## src/rtl/mole_pkg.sv

```systemverilog
// mole_pkg: game-state codes and active-low seven-segment constants
// shared by the whack-a-mole core and its display.
package mole_pkg;
    typedef enum logic [2:0] {
        ST_IDLE      = 3'd0,
        ST_PLAY      = 3'd1,
        ST_LIFE_LOST = 3'd2,
        ST_ENDSCREEN = 3'd3
    } game_state_e;

    localparam logic [6:0] SEG_BLANK = 7'b1111111;
    localparam logic [6:0] SEG_DASH  = 7'b0111111;
    localparam logic [6:0] SEG_FONT [10] = '{
        7'h40, 7'h79, 7'h24, 7'h30, 7'h19, 7'h12, 7'h02, 7'h78, 7'h00, 7'h10
    };

    function automatic logic [6:0] seg_font(input logic [3:0] d);
        return (d < 4'd10) ? SEG_FONT[d] : SEG_BLANK;
    endfunction
endpackage

```

## src/rtl/bin2bcd_seq.sv

```systemverilog
// bin2bcd_seq: 7-bit binary to 3-digit BCD, one double-dabble step per cycle.
// Digits are held stable after done until the next accepted start.
module bin2bcd_seq
    import mole_pkg::*;
(
    input  logic       clk,
    input  logic       reset,
    input  logic       start,
    input  logic [6:0] bin,
    output logic       busy,
    output logic       done,
    output logic [3:0] hund,
    output logic [3:0] tens,
    output logic [3:0] ones
);
    logic [18:0] sh_q, sh_d, adj;
    logic [2:0]  cnt_q, cnt_d;
    logic        busy_q, busy_d, done_q, done_d;

    always_comb begin
        adj = sh_q;
        for (int i = 0; i < 3; i++)
            adj[7+4*i +: 4] = (sh_q[7+4*i +: 4] >= 4'd5) ? sh_q[7+4*i +: 4] + 4'd3 : sh_q[7+4*i +: 4];
        sh_d   = sh_q;
        cnt_d  = cnt_q;
        busy_d = busy_q;
        done_d = 1'b0;
        if (busy_q) begin
            sh_d   = adj << 1;
            cnt_d  = cnt_q + 3'd1;
            busy_d = cnt_q != 3'd6;
            done_d = cnt_q == 3'd6;
        end else if (start) begin
            sh_d   = {12'd0, bin};
            cnt_d  = 3'd0;
            busy_d = 1'b1;
        end
    end

    always_ff @(posedge clk or negedge reset) begin
        if (!reset) begin
            sh_q   <= '0;
            cnt_q  <= '0;
            busy_q <= 1'b0;
            done_q <= 1'b0;
        end else begin
            sh_q   <= sh_d;
            cnt_q  <= cnt_d;
            busy_q <= busy_d;
            done_q <= done_d;
        end
    end

    assign busy = busy_q;
    assign done = done_q;
    assign hund = sh_q[18:15];
    assign tens = sh_q[14:11];
    assign ones = sh_q[10:7];
endmodule

```

## src/rtl/score_display.sv

```systemverilog
// score_display: multiplexed 4-digit active-low seven-segment driver showing
// score (digits 2..0, leading zeros blanked) and lives (digit 3).
module score_display
    import mole_pkg::*;
#(
    parameter int REFRESH_DIV = 100000,
    parameter int BLINK_DIV   = 25000000
) (
    input  logic       clk,
    input  logic       reset,
    input  logic [6:0] score,
    input  logic [1:0] lives,
    input  logic [2:0] state,
    output logic [3:0] an,
    output logic [6:0] seg,
    output logic       dp
);
    localparam int RW = $clog2(REFRESH_DIV + 1);
    localparam int BW = $clog2(BLINK_DIV + 1);

    logic [RW-1:0] ref_cnt_q, ref_cnt_d;
    logic [BW-1:0] blink_cnt_q, blink_cnt_d;
    logic [1:0]    idx_q, idx_d;
    logic [6:0]    last_q, last_d;
    logic [3:0]    hund_q, hund_d, tens_q, tens_d, ones_q, ones_d;
    logic          blink_on_q, blink_on_d, was_end_q, was_end_d;
    logic [3:0]    an_q, an_d;
    logic [6:0]    seg_q, seg_d;
    logic          dp_q, dp_d;
    logic          start, busy, done, ref_wrap, blink_wrap, is_end, end_entry, vis;
    logic [3:0]    bcd_h, bcd_t, bcd_o;

    bin2bcd_seq u_conv (
        .clk   (clk),
        .reset (reset),
        .start (start),
        .bin   (score),
        .busy  (busy),
        .done  (done),
        .hund  (bcd_h),
        .tens  (bcd_t),
        .ones  (bcd_o)
    );

    always_comb begin
        start = !busy && score != last_q;
        last_d = start ? score : last_q;
        {hund_d, tens_d, ones_d} = done ? {bcd_h, bcd_t, bcd_o} : {hund_q, tens_q, ones_q};
        ref_wrap = ref_cnt_q == RW'(REFRESH_DIV - 1);
        ref_cnt_d = ref_wrap ? '0 : ref_cnt_q + RW'(1);
        idx_d = ref_wrap ? idx_q + 2'd1 : idx_q;
        is_end = state == ST_ENDSCREEN;
        end_entry = is_end && !was_end_q;
        was_end_d = is_end;
        blink_wrap = blink_cnt_q == BW'(BLINK_DIV - 1);
        blink_cnt_d = (end_entry || blink_wrap) ? '0 : blink_cnt_q + BW'(1);
        blink_on_d = end_entry ? 1'b1 : blink_wrap ? !blink_on_q : blink_on_q;
        // next-state blink phase keeps visible/blank halves exactly BLINK_DIV outputs long
        vis = !is_end || blink_on_d;
        an_d = ~(4'b0001 << idx_q);
        dp_d = state == ST_IDLE || idx_q != 2'd3;
        seg_d = (state == ST_IDLE) ? SEG_DASH
              : (idx_q == 2'd3)    ? seg_font({2'b00, lives})
              : !vis               ? SEG_BLANK
              : (idx_q == 2'd2)    ? ((hund_q == 4'd0) ? SEG_BLANK : seg_font(hund_q))
              : (idx_q == 2'd1)    ? ((hund_q == 4'd0 && tens_q == 4'd0) ? SEG_BLANK : seg_font(tens_q))
              : seg_font(ones_q);
    end

    always_ff @(posedge clk or negedge reset) begin
        if (!reset) begin
            ref_cnt_q   <= '0;
            blink_cnt_q <= '0;
            idx_q       <= '0;
            last_q      <= '0;
            hund_q      <= '0;
            tens_q      <= '0;
            ones_q      <= '0;
            blink_on_q  <= 1'b1;
            was_end_q   <= 1'b0;
            an_q        <= 4'b1111;
            seg_q       <= SEG_BLANK;
            dp_q        <= 1'b1;
        end else begin
            ref_cnt_q   <= ref_cnt_d;
            blink_cnt_q <= blink_cnt_d;
            idx_q       <= idx_d;
            last_q      <= last_d;
            hund_q      <= hund_d;
            tens_q      <= tens_d;
            ones_q      <= ones_d;
            blink_on_q  <= blink_on_d;
            was_end_q   <= was_end_d;
            an_q        <= an_d;
            seg_q       <= seg_d;
            dp_q        <= dp_d;
        end
    end

    assign an  = an_q;
    assign seg = seg_q;
    assign dp  = dp_q;
endmodule

```

## config.mk

```make
export PLATFORM = sky130hd
export DESIGN_NAME = score_display
export DESIGN_NICKNAME = d
export VERILOG_FILES = /design/src/rtl/mole_pkg.sv /design/src/rtl/bin2bcd_seq.sv /design/src/rtl/score_display.sv
export SDC_FILE = /design/constraint.sdc
export NUM_CORES = 1
export LEC_CHECK = 0
export ABC_CLOCK_PERIOD_IN_PS = 3100
export BUFFER_PORTS_ARGS = -buffer_cell sky130_fd_sc_hd__buf_2
export CAP_MARGIN = 20
export CELL_PAD_IN_SITES_DETAIL_PLACEMENT = 0
export CELL_PAD_IN_SITES_GLOBAL_PLACEMENT = 1
export CORE_MARGIN = 2
export CORE_UTILIZATION = 53
export CTS_CLUSTER_DIAMETER = 30
export DETAILED_ROUTE_END_ITERATION = 10
export HOLD_SLACK_MARGIN = 0.15
export PLACE_DENSITY_LB_ADDON = 0.1
export SYNTH_ARGS = -nofsm -noshare
export SYNTH_HDL_FRONTEND = slang
export SYNTH_HIERARCHICAL = 1
export SYNTH_SLANG_ARGS = --single-unit
export TNS_END_PERCENT = 30
```

## constraint.sdc

```tcl
create_clock -name clk -period 3.1 [get_ports clk]
set_input_delay 0.155 -clock clk [delete_from_list [all_inputs] [get_ports clk]]
set_output_delay 0.155 -clock clk [all_outputs]
set_load 0.1 [all_outputs]
```

# After elaboration in Yosys (flattened, before gate mapping)
# Memory sizes are Yosys's and may differ from the RTL's.
# Index checks and enable logic that the tools add are counted.
# Widths: inputs -> output; s select.
# classes
shifts	1
n_bitwise	5
n_mux	33
magnitude_cmp	11
eq_ne	10
reduce_logical	14
n_addsub	7
# ops
cell	count
$mux 7	19
$mux 19	2
$add 25x1->25 const B	1
$eq 25x25->1 const B	1
$mux 25	1
$ge 5x5->1 const B	4
$add 17x1->17 const B	1
$eq 17x17->1 const B	1
$mux 17	1
$not 4->5	3
$ge 4x3->1 const B	3
$lt 4x4->1 const B	3
$mux 3	3
$add 4x2->4 const B	2
$logic_not 4->1	2
$mux 4	2
$ne 7x7->1	1
$mux 1	5
$not 2->5	1
$eq 2x2->1 const B	2
$logic_not 1->1	4
$lt 2x4->1 const B	1
$not 4->4	1
$shl 1x2->4 const A	1
other kinds (12)	16
# totals
reg_bits	101
wordCells	101
rom_bits	448
output_inout_bits	12
inputBits	14
mem_count	4
# memory_table
memory	depth	word_bits	rd	rd_clocked_by_memory_dff	wr	line_no	rtl
(name not given)	16	7	1	0	0	mole_pkg.sv:18	return (d < 4'd10) ? SEG_FONT[d] : SEG_BLANK;
(name not given)	16	7	1	0	0	mole_pkg.sv:18	
(name not given)	16	7	1	0	0	mole_pkg.sv:18	
(name not given)	16	7	1	0	0	mole_pkg.sv:18	

# Depth between registers and ports, before layout
# Gate-level depths: netlist of run 1.
# logic_depth
ltp_word	11
depth_mapped	8
mapped_depth_nobuf	7

# Modules after synthesis
# Netlist of run 1, hierarchy kept.
# by_module_without_submodules
module	area_each_um2	cells_each	n_inst	seq_area_each_um2
score_display	4161.5	414	1	1943.1
bin2bcd_seq	1330.0	135	1	600.6

# Worst setup path before layout of run 1
# No wires, ideal clock.
# synth_timing
path_kind	flip-flop to flip-flop
start	reg hund_q[1]
end	reg seg_q[1], in the netlist seg[1]
setup_ns	0.082
path_slack_ns	1.317
period_less_slack_ns	1.783
stages_incl_launch_ff	8
arrival_ns	1.701
required_time_ns	3.018
n_path_buf	0
cell_sequence	dfrtp_1 inv_1 ha_1 nand4bb_1 o211ai_2 a21oi_1 or4_1 o211ai_1
# synth_via
elab_chain_len	10
elab_cells_between_ends	15
cone_classes	order compare (1); mux (10); bitwise (1); reduce/logical (2); memory (1)
# synth_lines
item	line_no	rtl
start, declared	score_display.sv:25	logic [3:0] hund_q, hund_d, tens_q, tens_d, ones_q, ones_d;
start signal, assigned	score_display.sv:89	hund_q <= hund_d;
$not 4->5 (not written as such)	mole_pkg.sv:18	
$mem_v2 16x7	--	
$mux 7 (not written as such) (2 in series)	mole_pkg.sv:18	
$mux 7	mole_pkg.sv:18	
$mux 7	score_display.sv:65	: (idx_q == 2'd2) ? ((hund_q == 4'd0) ? SEG_BLANK : seg_font(hund_q))
$mux 7 *	score_display.sv:65	
$mux 7 *	score_display.sv:64	: !vis ? SEG_BLANK
$mux 7 *	score_display.sv:63	: (idx_q == 2'd3) ? seg_font({2'b00, lives})
$mux 7 *	score_display.sv:62	seg_d = (state == ST_IDLE) ? SEG_DASH
named net seg_d[1]	score_display.sv:28	logic [6:0] seg_q, seg_d;
end signal, assigned	score_display.sv:95	seg_q <= seg_d;
end, declared	score_display.sv:28	
# The timed path passes the listed nets; every way through them passes the cells marked *. The select of a mux whose other input is x is not followed.
# A chain may end at the register's enable or synchronous reset.

# Final worst setup path of run 1
# layout_timing
start	reg idx_q[0]
end	reg seg_q[1], in the netlist seg[1]
# layout_via
elab_chain_len	6
elab_cells_between_ends	8
cone_classes	eq/ne (3); mux (5)
# layout_lines
item	line_no	rtl
start, declared	score_display.sv:23	logic [1:0] idx_q, idx_d;
start signal, assigned	score_display.sv:87	idx_q <= idx_d;
$eq 2x1->1	score_display.sv:66	: (idx_q == 2'd1) ? ((hund_q == 4'd0 && tens_q == 4'd0) ? SEG_BLANK : seg_font(tens_q))
$mux 7	score_display.sv:66	
$mux 7	score_display.sv:65	
$mux 7	score_display.sv:64	
$mux 7 *	score_display.sv:63	
$mux 7 *	score_display.sv:62	
named net seg_d[1]	score_display.sv:28	
# The timed path passes the listed nets; every way through them passes the cells marked *.

==> flow_metrics.tcl, run 1 <==
set metrics [dict create \
    drtIter0Drc 165 \
    fmax_mhz 488 \
    worstSetupPathType "reg2reg" \
    syn2layout_area_growth_pct 10.4 \
    period_needed_ns 2.05 \
    max-clock-path-buffers 2 \
    switching_share_pct 41.4 \
    p_switching_mw 2.00 \
    num_vias 3945 \
    clk_pin_slew_worst_paths_ns 0.09 \
    drive_gt1_share_pct 14.7 \
    critPathMaxFanout 6 \
    fillCellCount 895 \
    netlist.area_leader.share_pct 40.1 \
    hold_viol_final 0 \
    final_util_pct 59.5 \
    grt_pass1_wl_mm 17.8 \
    die_width_um 106 \
    tightestPinTransition_ns 0.641 \
    ys_seq_area_share_pct 46.3 \
    drc_errors 0 \
    setup_tns_ns 0 \
    antenna_found_initial 0 \
    slew_violations 0 \
    grt_pass1_vias 3918 \
    dpl.hpwl_mm 7.06 \
    viasPerCell 5.46 \
    rows 37 \
    maxCapViolCount 0 \
    io_pins 26 \
    cts_tree "built" \
    dpl.cell_count 693 \
    internal_power_mw 2.84 \
    ys_warn_count 6 \
    pwr-share-clk_pct 17.6 \
    final_area_um2 6060 \
    synth-seq-cells 101 \
    core_um2 10200 \
    port-buffer-count 25 \
    htree_levels 3 \
    grt_max_degree 55 \
    first_pass_iters 4 \
    root_buffer "clkbuf_8" \
    place_area_um2 5720 \
    ir_drop_mv 0.671 \
    finalSetupViolations 0 \
    power_density_nw_per_um2 798 \
    syn_nets 592 \
    syn_area_per_cell_um2 10.0 \
    synthTopCellsByCount "88 x dfrtp_1, 54 x nor2_1, 47 x nand2_1" \
    synth_flop_cell "dfrtp_1" \
    synth_edf_count 0 \
    synthCells 549 \
    drt_wl_total_mm 10.3 \
    p_leak_nw 2.67 \
    rsz0062_at_grt "false" \
    wire_per_inst_um 14.2 \
    place_congestion 0.917 \
    outcome "finished clean" \
    async_flop_share_pct 100 \
    fp.dieH_um 106 \
    p_total_mw 4.84 \
    synth_area_leader_cell "dfrtp_1" \
    cts_buffers 9 \
    overflow 0 \
    syn_area_um2 5490 \
    worst_setup_path_start_kind "flip-flop" \
    floorplan.initialDensity_pct 53.9 \
    gr-usage-all-layers_pct 19.8 \
    final_antenna_net_count 0 \
    cp.required_ns 3.39 \
    cp.arrival_ns 2.34 \
    synth_cell_types 66 \
    cp-end-kind "flip-flop" \
    hold_path.class "in2reg" \
    finalNonFillerCells 723 \
    antenna_cells 0 \
    p_seq_share_pct 42.5 \
    combPwrFrac_pct 39.9 \
    timing.slew.headroom_pct 56.9 \
    die_area_um2 11200 \
    synth.most_common_cell "dfrtp_1" \
    finClkSkew_ns 0.0120 \
    finalNetCount 625 \
    ys_top_cells_by_area "dfrtp_1 40%, ha_1 6.6%, dfstp_2 6.2%" \
    post-route-period-util_pct 66.1 \
    clkSinkCount 101 \
    post-cts-setup-buffers 0 \
    insertion_delay_ns 0.38 \
]
per-stage QoR:
stage | setup slack, ns | hold slack (ns)
3_3_place_gp | 1.14 | 0.214
5_1_grt | 0.942 | 0.236
2_1_floorplan | 1.32 | -0.141
6_report | 1.05 | 0.192
3_5_place_dp | 1.13 | 0.217
4_1_cts | 1.08 | 0.164
routing by layer:
metal  vias up  track usage [%]  part of all wire (%)
li1       1974                -                     -
met1      1890             25.8                    48
met2        65             32.6                    47
met3        16             4.45                   3.2
met4         0             7.14                   1.9
met5         -                0                     0
cell type report:
class / instances / area [um2] / share of cell area, %
Multi-Input combinational cell: 394 / 2710 / 44.7
Sequential cell: 101 / 2540 / 41.9
Timing Repair Buffer: 44 / 318 / 5.24
Tap cell: 136 / 170 / 2.81
Clock buffer: 12 / 145 / 2.39
Inverter: 32 / 120 / 1.98
Clock inverter: 4 / 55.1 / 0.908
cell families (layout without fill, tap and decap cells):
kind of cell	Yosys count	in the layout	share of synthesized area [%]
AO/OA/AOI/OAI	93	93	11.4
XOR/XNOR	49	49	7.82
adder cells (fa/ha/maj)	29	29	6.61
buffers and inverters	54	92	4.42
flip-flops	101	101	46.3
multiplexers	20	20	3.90
AND/OR/NAND/NOR	203	203	19.5
registers in the layout, indices dropped and copies added, names as in the netlist, 2 cells and up:
register      flops
seg               7
idx_q             2
tens_q            4
hund_q            4
ref_cnt_q        17
an                4
u_conv/sh_q      19
u_conv/cnt_q      3
ones_q            4
last_q            7
blink_cnt_q      25
cell usage in the layout, fill, tap and decap left out, types with 3 or more instances in the layout:
master	synthesis	layout
nor3b_1	5	5
or2_2	4	4
a2111o_1	3	3
nand2b_1	10	10
inv_1	30	30
mux2_2	11	11
nand2_1	47	47
dfstp_2	13	13
xor2_1	28	28
nand4_1	12	12
a21oi_1	13	13
nand3_1	22	22
nor2_1	54	54
o22ai_1	4	4
nor3_1	5	5
o21ai_1	10	10
o2111ai_1	4	4
o221ai_1	3	3
a31oi_1	7	7
and2_1	4	4
ha_1	29	29
mux2i_1	9	9
and3_1	9	9
buf_4	2	5
clkbuf_8	0	10
dlygate4sd3_1	0	14
buf_2	7	24
a211oi_1	4	4
xnor2_1	21	21
nor2b_1	7	7
o21ai_0	23	23
nor4_2	3	3
nor4_1	4	4
dfrtp_1	88	88
worst max-delay path: stages, from the launching register on:
cell and delay, ns:
dfrtp_1 0.38, inv_1 0.09, ha_1 0.28, nor4bb_1 0.17, a31oi_1 0.45, a21oi_1 0.06, or4_1 0.42, o211ai_1 0.10
worst paths after layout:
kind                                   start      endpoint  slack (ns)  cells past startpoint
worst max register to register      idx_q[0]        seg[1]        1.05                      7
worst min-delay path                state[0]        seg[1]        0.19                      3
min in group asynchronous              reset     was_end_q        0.33                      2
worst min register to register  ref_cnt_q[0]  ref_cnt_q[0]        0.49                      1
worst max-delay path                idx_q[0]        seg[1]        1.05                      7
max in group asynchronous              reset     hund_q[0]        2.08                      3
what timing repair did:
item                       4_1_cts  5_1_grt
setup endpoints to repair        0        0
hold buffers                    14        0
hold endpoints to repair        56        0
gates resized for setup          0        0
power groups by stage:
stage          combinational (mW)  sequential, mW  clock (mW)
6_report                     1.93            2.06       0.852
2_1_floorplan                1.33            2.28           0
5_1_grt                      2.15            2.12       0.939
3_3_place_gp                 1.89            2.07           0
4_1_cts                      1.94            2.05       0.895
3_5_place_dp                 1.91            2.08           0
No activity file was read; power rests on OpenSTA's default activity.
==> inputs of run 2 (changes only) <==
--- a/config.mk
+++ b/config.mk
@@ -5,13 +5,13 @@
 export SDC_FILE = /design/constraint.sdc
 export NUM_CORES = 1
 export LEC_CHECK = 0
-export ABC_CLOCK_PERIOD_IN_PS = 3100
+export ABC_CLOCK_PERIOD_IN_PS = 1900
 export BUFFER_PORTS_ARGS = -buffer_cell sky130_fd_sc_hd__buf_2
 export CAP_MARGIN = 20
 export CELL_PAD_IN_SITES_DETAIL_PLACEMENT = 0
 export CELL_PAD_IN_SITES_GLOBAL_PLACEMENT = 1
 export CORE_MARGIN = 2
-export CORE_UTILIZATION = 53
+export CORE_UTILIZATION = 49
 export CTS_CLUSTER_DIAMETER = 30
 export DETAILED_ROUTE_END_ITERATION = 10
 export HOLD_SLACK_MARGIN = 0.15
==> constraint.sdc (replaced) <==
create_clock -name clk -period 1.9 [get_ports clk]
set_input_delay 0.095 -clock clk [delete_from_list [all_inputs] [get_ports clk]]
set_output_delay 0.095 -clock clk [all_outputs]
set_load 0.1 [all_outputs]
==> run 2 against run 1 <==
  * Final cell count is 3.7% higher
  * Sequential cell count is the same
  * Clock power is 67% higher
  * Routed wire length is 5.0% higher
  * Critical endpoint unchanged
  * Clock skew down 0.00091 ns
  * Non-clock buffer count up 23
  * Die area is 7.9% higher
  * Largest power group is now combinational logic
  * Fmax is 11% higher
  * Highest routed layer unchanged
  * Clock-buffer cell count is 2 lower
  * Via count grew 2.6%
  * Critical path type unchanged
  * Sequential power is 60% higher
==> flow_metrics.tcl, run 2 (synthesis results as in run 1) <==
set metrics [dict create \
    outcome "finished clean" \
    num_vias 4049 \
    port-buffer-count 25 \
    place_area_um2 5890 \
    cp.arrival_ns 2.15 \
    root_buffer "clkbuf_8" \
    dpl.cell_count 717 \
    first_pass_iters 4 \
    fillCellCount 970 \
    dpl.hpwl_mm 7.47 \
    drt_wl_total_mm 10.8 \
    insertion_delay_ns 0.39 \
    setup_tns_ns 0 \
    grt_max_degree 57 \
    slowest_delay_ns 0.51 \
    final_antenna_net_count 0 \
    fp.dieH_um 110 \
    wl_met3_um 406 \
    reg2reg_depth 7 \
    slew_violations 0 \
    final_common_cell "dfrtp_1" \
    worstSetupPathType "reg2reg" \
    gr-usage-all-layers_pct 19.5 \
    wire_per_inst_um 14.4 \
    worst_setup_path_start_kind "flip-flop" \
    critPathMaxFanout 4 \
    r2r_slack_ns 0.05 \
    wl_met1_mm 5.18 \
    cp-end-kind "flip-flop" \
    io_pins 26 \
    cp.required_ns 2.20 \
    grt_pass1_wl_mm 18.3 \
    maxCapViolCount 0 \
    core_um2 10900 \
    critPathTopFamily "simple AND/OR/NAND/NOR gates" \
    fmax_mhz 542 \
    antenna_found_initial 0 \
    top_layer "met4" \
    rsz0062_at_grt "true" \
    viasPerCell 5.40 \
    htree_levels 3 \
    finalNonFillerCells 750 \
    post-route-period-util_pct 97.1 \
    critical-path-slowest-cell "or4_1" \
    met2WireLength_mm 5.11 \
    die_area_um2 12100 \
    clk_pin_slew_worst_paths_ns 0.10 \
    clkSinkCount 101 \
    top_regs "blink_cnt_q: 25 flops, u_conv/sh_q: 19 flops, ref_cnt_q: 17 flops" \
    syn2layout_area_growth_pct 14.3 \
    drive_gt1_share_pct 18.9 \
    r2r-end "seg[1]" \
    grt_pass1_vias 4058 \
    power_density_nw_per_um2 1290 \
    place_congestion 0.838 \
    period_needed_ns 1.85 \
    overflow 0 \
    hold_path.class "in2async" \
    cts_buffers 9 \
    ir_drop_mv 1.13 \
    largest_register_ffs 25 \
    drtIter0Drc 198 \
    critPathBufInv 1 \
    worstReg2RegStart "hund_q[0]" \
    mostFrequentLayoutCells "88 x dfrtp_1, 54 x nor2_1, 47 x nand2_1, 28 x inv_1, 28 x xor2_1" \
    rows 38 \
    max-clock-path-buffers 2 \
    finalSetupViolations 0 \
    finClkSkew_ns 0.0111 \
    top_register "blink_cnt_q" \
    cts_tree "built" \
    tightestPinTransition_ns 0.894 \
    floorplan.initialDensity_pct 50.4 \
    drc_errors 0 \
    cp_cell_sequence "inv_2, ha_2, nand4bb_1, o211ai_2, a21oi_1, or4_1, o211ai_1" \
    timing.slew.headroom_pct 40.2 \
    final_area_um2 6280 \
    hold_viol_final 0 \
    antenna_cells 0 \
    p_leak_nw 2.78 \
    die_width_um 110 \
    finalNetCount 648 \
]
run 2: worst max path at each step:
stage              start  endpoint  slack, ns  cells after the start
4_1_cts        hund_q[0]    seg[1]      0.009                      7
3_5_place_dp   hund_q[0]    seg[1]       0.04                      7
6_report       hund_q[0]    seg[1]       0.05                      7
3_3_place_gp   hund_q[0]    seg[1]       0.10                      7
2_1_floorplan  hund_q[1]    seg[1]       0.12                      7
5_1_grt        hund_q[1]    seg[1]      -0.03                      7
run 2: metal layers:
layer,up-vias,track usage [%]
met5,-,0
li1,2026,-
met1,1959,24.8
met4,0,4.34
met3,11,5.93
met2,53,32.6
run 2: cell type report:
class                   count  area (um2)  area share (%)
multi-input cells         394        2730            43.5
flip-flops and latches    101        2540            40.5
repair buffers             67         508            8.09
well taps                 140         175            2.79
clock buffers              10         128            2.03
inverters                  32         120            1.91
clock inverters             6        71.3            1.14
run 2: power by group:
group	leakage [nW]	switching [mW]	internal, mW
combinational	1.40	2.01	1.36
sequential	1.28	0.563	2.74
clock	0.0988	0.795	0.624
run 2: through the flow:
stage               total power [mW]  worst slack (ns)  hold WS [ns]  util, %
floorplan                       5.88             0.117        -0.201        -
global placement                6.56             0.100        0.0108     54.1
detailed placement              6.65            0.0395        0.0100     54.1
CTS                             8.13           0.00917         0.274     57.4
global route                    8.73           -0.0282         0.317     57.7
finish                          8.10            0.0545         0.277     57.7
run 2: repair_timing:
item                                    4_1_cts  5_1_grt
endpoints found under the setup margin        1       33
buffers inserted                              0        1
hold buffers                                 16        0
endpoints found under the hold margin       112        0
pin swaps                                     0        2
resized for setup                             1        6
run 2: worst reg2reg max path: stages, from the launching register on:
cell,delay (ns)
dfrtp_1,0.43
inv_2,0.10
ha_2,0.21
nand4bb_1,0.16
o211ai_2,0.19
a21oi_1,0.06
or4_1,0.51
o211ai_1,0.10
==> inputs of run 3 (changes only) <==
--- a/config.mk
+++ b/config.mk
@@ -14,6 +14,7 @@
 export CORE_UTILIZATION = 49
 export CTS_CLUSTER_DIAMETER = 30
 export DETAILED_ROUTE_END_ITERATION = 10
+export GPL_TIMING_DRIVEN = 0
 export HOLD_SLACK_MARGIN = 0.15
 export PLACE_DENSITY_LB_ADDON = 0.1
 export SYNTH_ARGS = -nofsm -noshare
==> run 3 against run 2 <==
  * Clock power shrank 6%
  * Via count is essentially flat
  * The flow now finishes with violations (negative setup slack)
  * First-iteration DRC count shrank 14%
  * Largest power group unchanged
  * Sequential cell count is the same
  * Critical path depth is the same
  * Sequential power shrank 2%
  * Clock skew grew 0.0040 ns
  * Non-clock buffer count grew 4
  * Sequential share of layout area shrank 0.25 points
  * Critical path type unchanged
==> flow_metrics.tcl, run 3 (synthesis results as in run 1) <==
set metrics [dict create \
    tightestPinTransition_ns 0.628 \
    failed_checks "negative setup slack" \
    cts_buffers 9 \
    htree_levels 3 \
    die_width_um 110 \
    antenna_cells 0 \
    timing.slew.headroom_pct 58.1 \
    cp_cell_sequence "inv_2, ha_2, nand4bb_1, o211ai_2, a21oi_1, or4_4, o211ai_1" \
    max-clock-path-buffers 2 \
    post-route-period-util_pct 100 \
    mostFrequentLayoutCells "83 x dfrtp_1, 53 x nor2_1, 47 x nand2_1, 29 x buf_2, 28 x xor2_1" \
    maxCapViolCount 0 \
    setup_slack_ns -0.00681 \
    fp.dieH_um 110 \
    syn2layout_area_growth_pct 15.3 \
    p_leak_nw 2.79 \
    insertion_delay_ns 0.39 \
    grt_max_degree 56 \
    critPathMaxFanout 5 \
    hold_viol_final 0 \
    worstSetupPathType "reg2reg" \
    whs_ns 0.207 \
    hold_path.class "in2reg" \
    die_area_um2 12100 \
    cp.arrival_ns 2.21 \
    finClkSkew_ns 0.0150 \
    grt_pass1_wl_mm 18.8 \
    top_regs "blink_cnt_q: 25 flops, u_conv/sh_q: 19 flops, ref_cnt_q: 17 flops" \
    clkSinkCount 101 \
    grt_pass1_vias 3996 \
    top_register "blink_cnt_q" \
    antenna_found_initial 0 \
    drtIter0Drc 171 \
    floorplan.initialDensity_pct 50.4 \
    finalSetupViolations 1 \
    ir_drop_mv 1.10 \
    period_needed_ns 1.91 \
    fillCellCount 970 \
    cp-end-kind "flip-flop" \
    outcome "complete, but fails checks" \
    num_vias 4046 \
    viasPerCell 5.37 \
    dp_slack_ns -0.203 \
    gr-usage-all-layers_pct 20.1 \
    cts_tree "built" \
    rsz0062_at_grt "true" \
    dpl.hpwl_mm 7.53 \
    critical-path-slowest-cell "or4_4" \
    largest_register_ffs 25 \
    dpl.cell_count 715 \
    worst_setup_path_start_kind "flip-flop" \
    io_pins 26 \
    first_pass_iters 4 \
    drive_gt1_share_pct 20.4 \
    wire_per_inst_um 14.4 \
    final_common_cell "dfrtp_1" \
    core_um2 10900 \
    cp.required_ns 2.21 \
    clk_pin_slew_worst_paths_ns 0.09 \
    drt_wl_total_mm 10.9 \
    drc_errors 0 \
    root_buffer "clkbuf_8" \
    slowest_delay_ns 0.52 \
    overflow 0 \
    finalNonFillerCells 754 \
    finalNetCount 652 \
    slew_violations 0 \
    rows 38 \
    port-buffer-count 25 \
    fmax_mhz 524 \
    place_congestion 0.793 \
    power_density_nw_per_um2 1280 \
    p_total_mw 8.10 \
    final_antenna_net_count 0 \
]
-- run 3: cell types whose count changed in the layout (fill, tap and decap cells not counted), moves of 3 or more --
cell / before / now
buf_2: 24 / 29
dfrtp_1: 88 / 83
clkbuf_1: 1 / 10
nor4_4: 1 / 4
buf_6: 0 / 4
dfrtp_2: 0 / 5
buf_4: 25 / 11
-- run 3: worst max-delay path, delay by kind of cell (launching register included) --
kind / cells / cell delay, ns
AO/OA/AOI/OAI: 3 / 0.36
flip-flops: 1 / 0.47
adder cells (fa/ha/maj): 1 / 0.21
AND/OR/NAND/NOR: 2 / 0.67
buffers and inverters: 1 / 0.13
-- run 3: power breakdown --
group / switching [mW] / total (mW) / leakage [nW] / internal (mW)
logic: 2.13 / 3.54 / 1.43 / 1.41
registers: 0.492 / 3.24 / 1.27 / 2.74
clock network: 0.796 / 1.33 / 0.0881 / 0.529
-- run 3: per-layer routing --
layer / vias to the layer above / global-route usage, % / routed length, um
li1: 2032 / - / -
met1: 1936 / 26.0 / 5250
met2: 59 / 32.4 / 5090
met3: 19 / 5.28 / 342
met4: 0 / 7.14 / 195
met5: - / 0 / 0
-- run 3: area by class of cell --
cell class / count / area [um2] / share of cell area (%)
clock inverter: 5 / 43.8 / 0.692
multi-input combinational: 394 / 2810 / 44.3
clock buffer: 11 / 141 / 2.23
buffer: 22 / 131 / 2.08
inverter: 32 / 120 / 1.90
timing repair buffer: 49 / 363 / 5.73
sequential: 101 / 2550 / 40.3
tap: 140 / 175 / 2.77
-- run 3: timing repair --
action,CTS,global route
pin swaps,6,5
endpoints found under the setup margin,29,48
resized for setup,12,17
hold buffers,14,0
endpoints found under the hold margin,69,0
buffers inserted,1,8
-- run 3: through the flow --
step                setup TNS, ns  instance area [um2]  utilization [%]
floorplan                       0                 5490                -
global placement           -29.31                 5790             53.2
detailed placement         -0.821                 5820             53.5
CTS                      -0.00374                 6210             57.0
global route               -0.505                 6330             58.1
finish                   -0.00681                 6330             58.1
-- run 3: worst paths after layout --
check / from / end / slack [ns] / depth (start not counted)
hold / removal: state[0] / seg[6] / 0.21 / 5
hold reg to reg: ref_cnt_q[0] / ref_cnt_q[0] / 0.49 / 1
setup reg to reg: hund_q[1] / seg[1] / -0.007 / 7
min in group asynchronous: reset / blink_cnt_q[22] / 0.28 / 2
max in group asynchronous: reset / tens_q[1] / 0.92 / 3
setup / recovery: hund_q[1] / seg[1] / -0.007 / 7
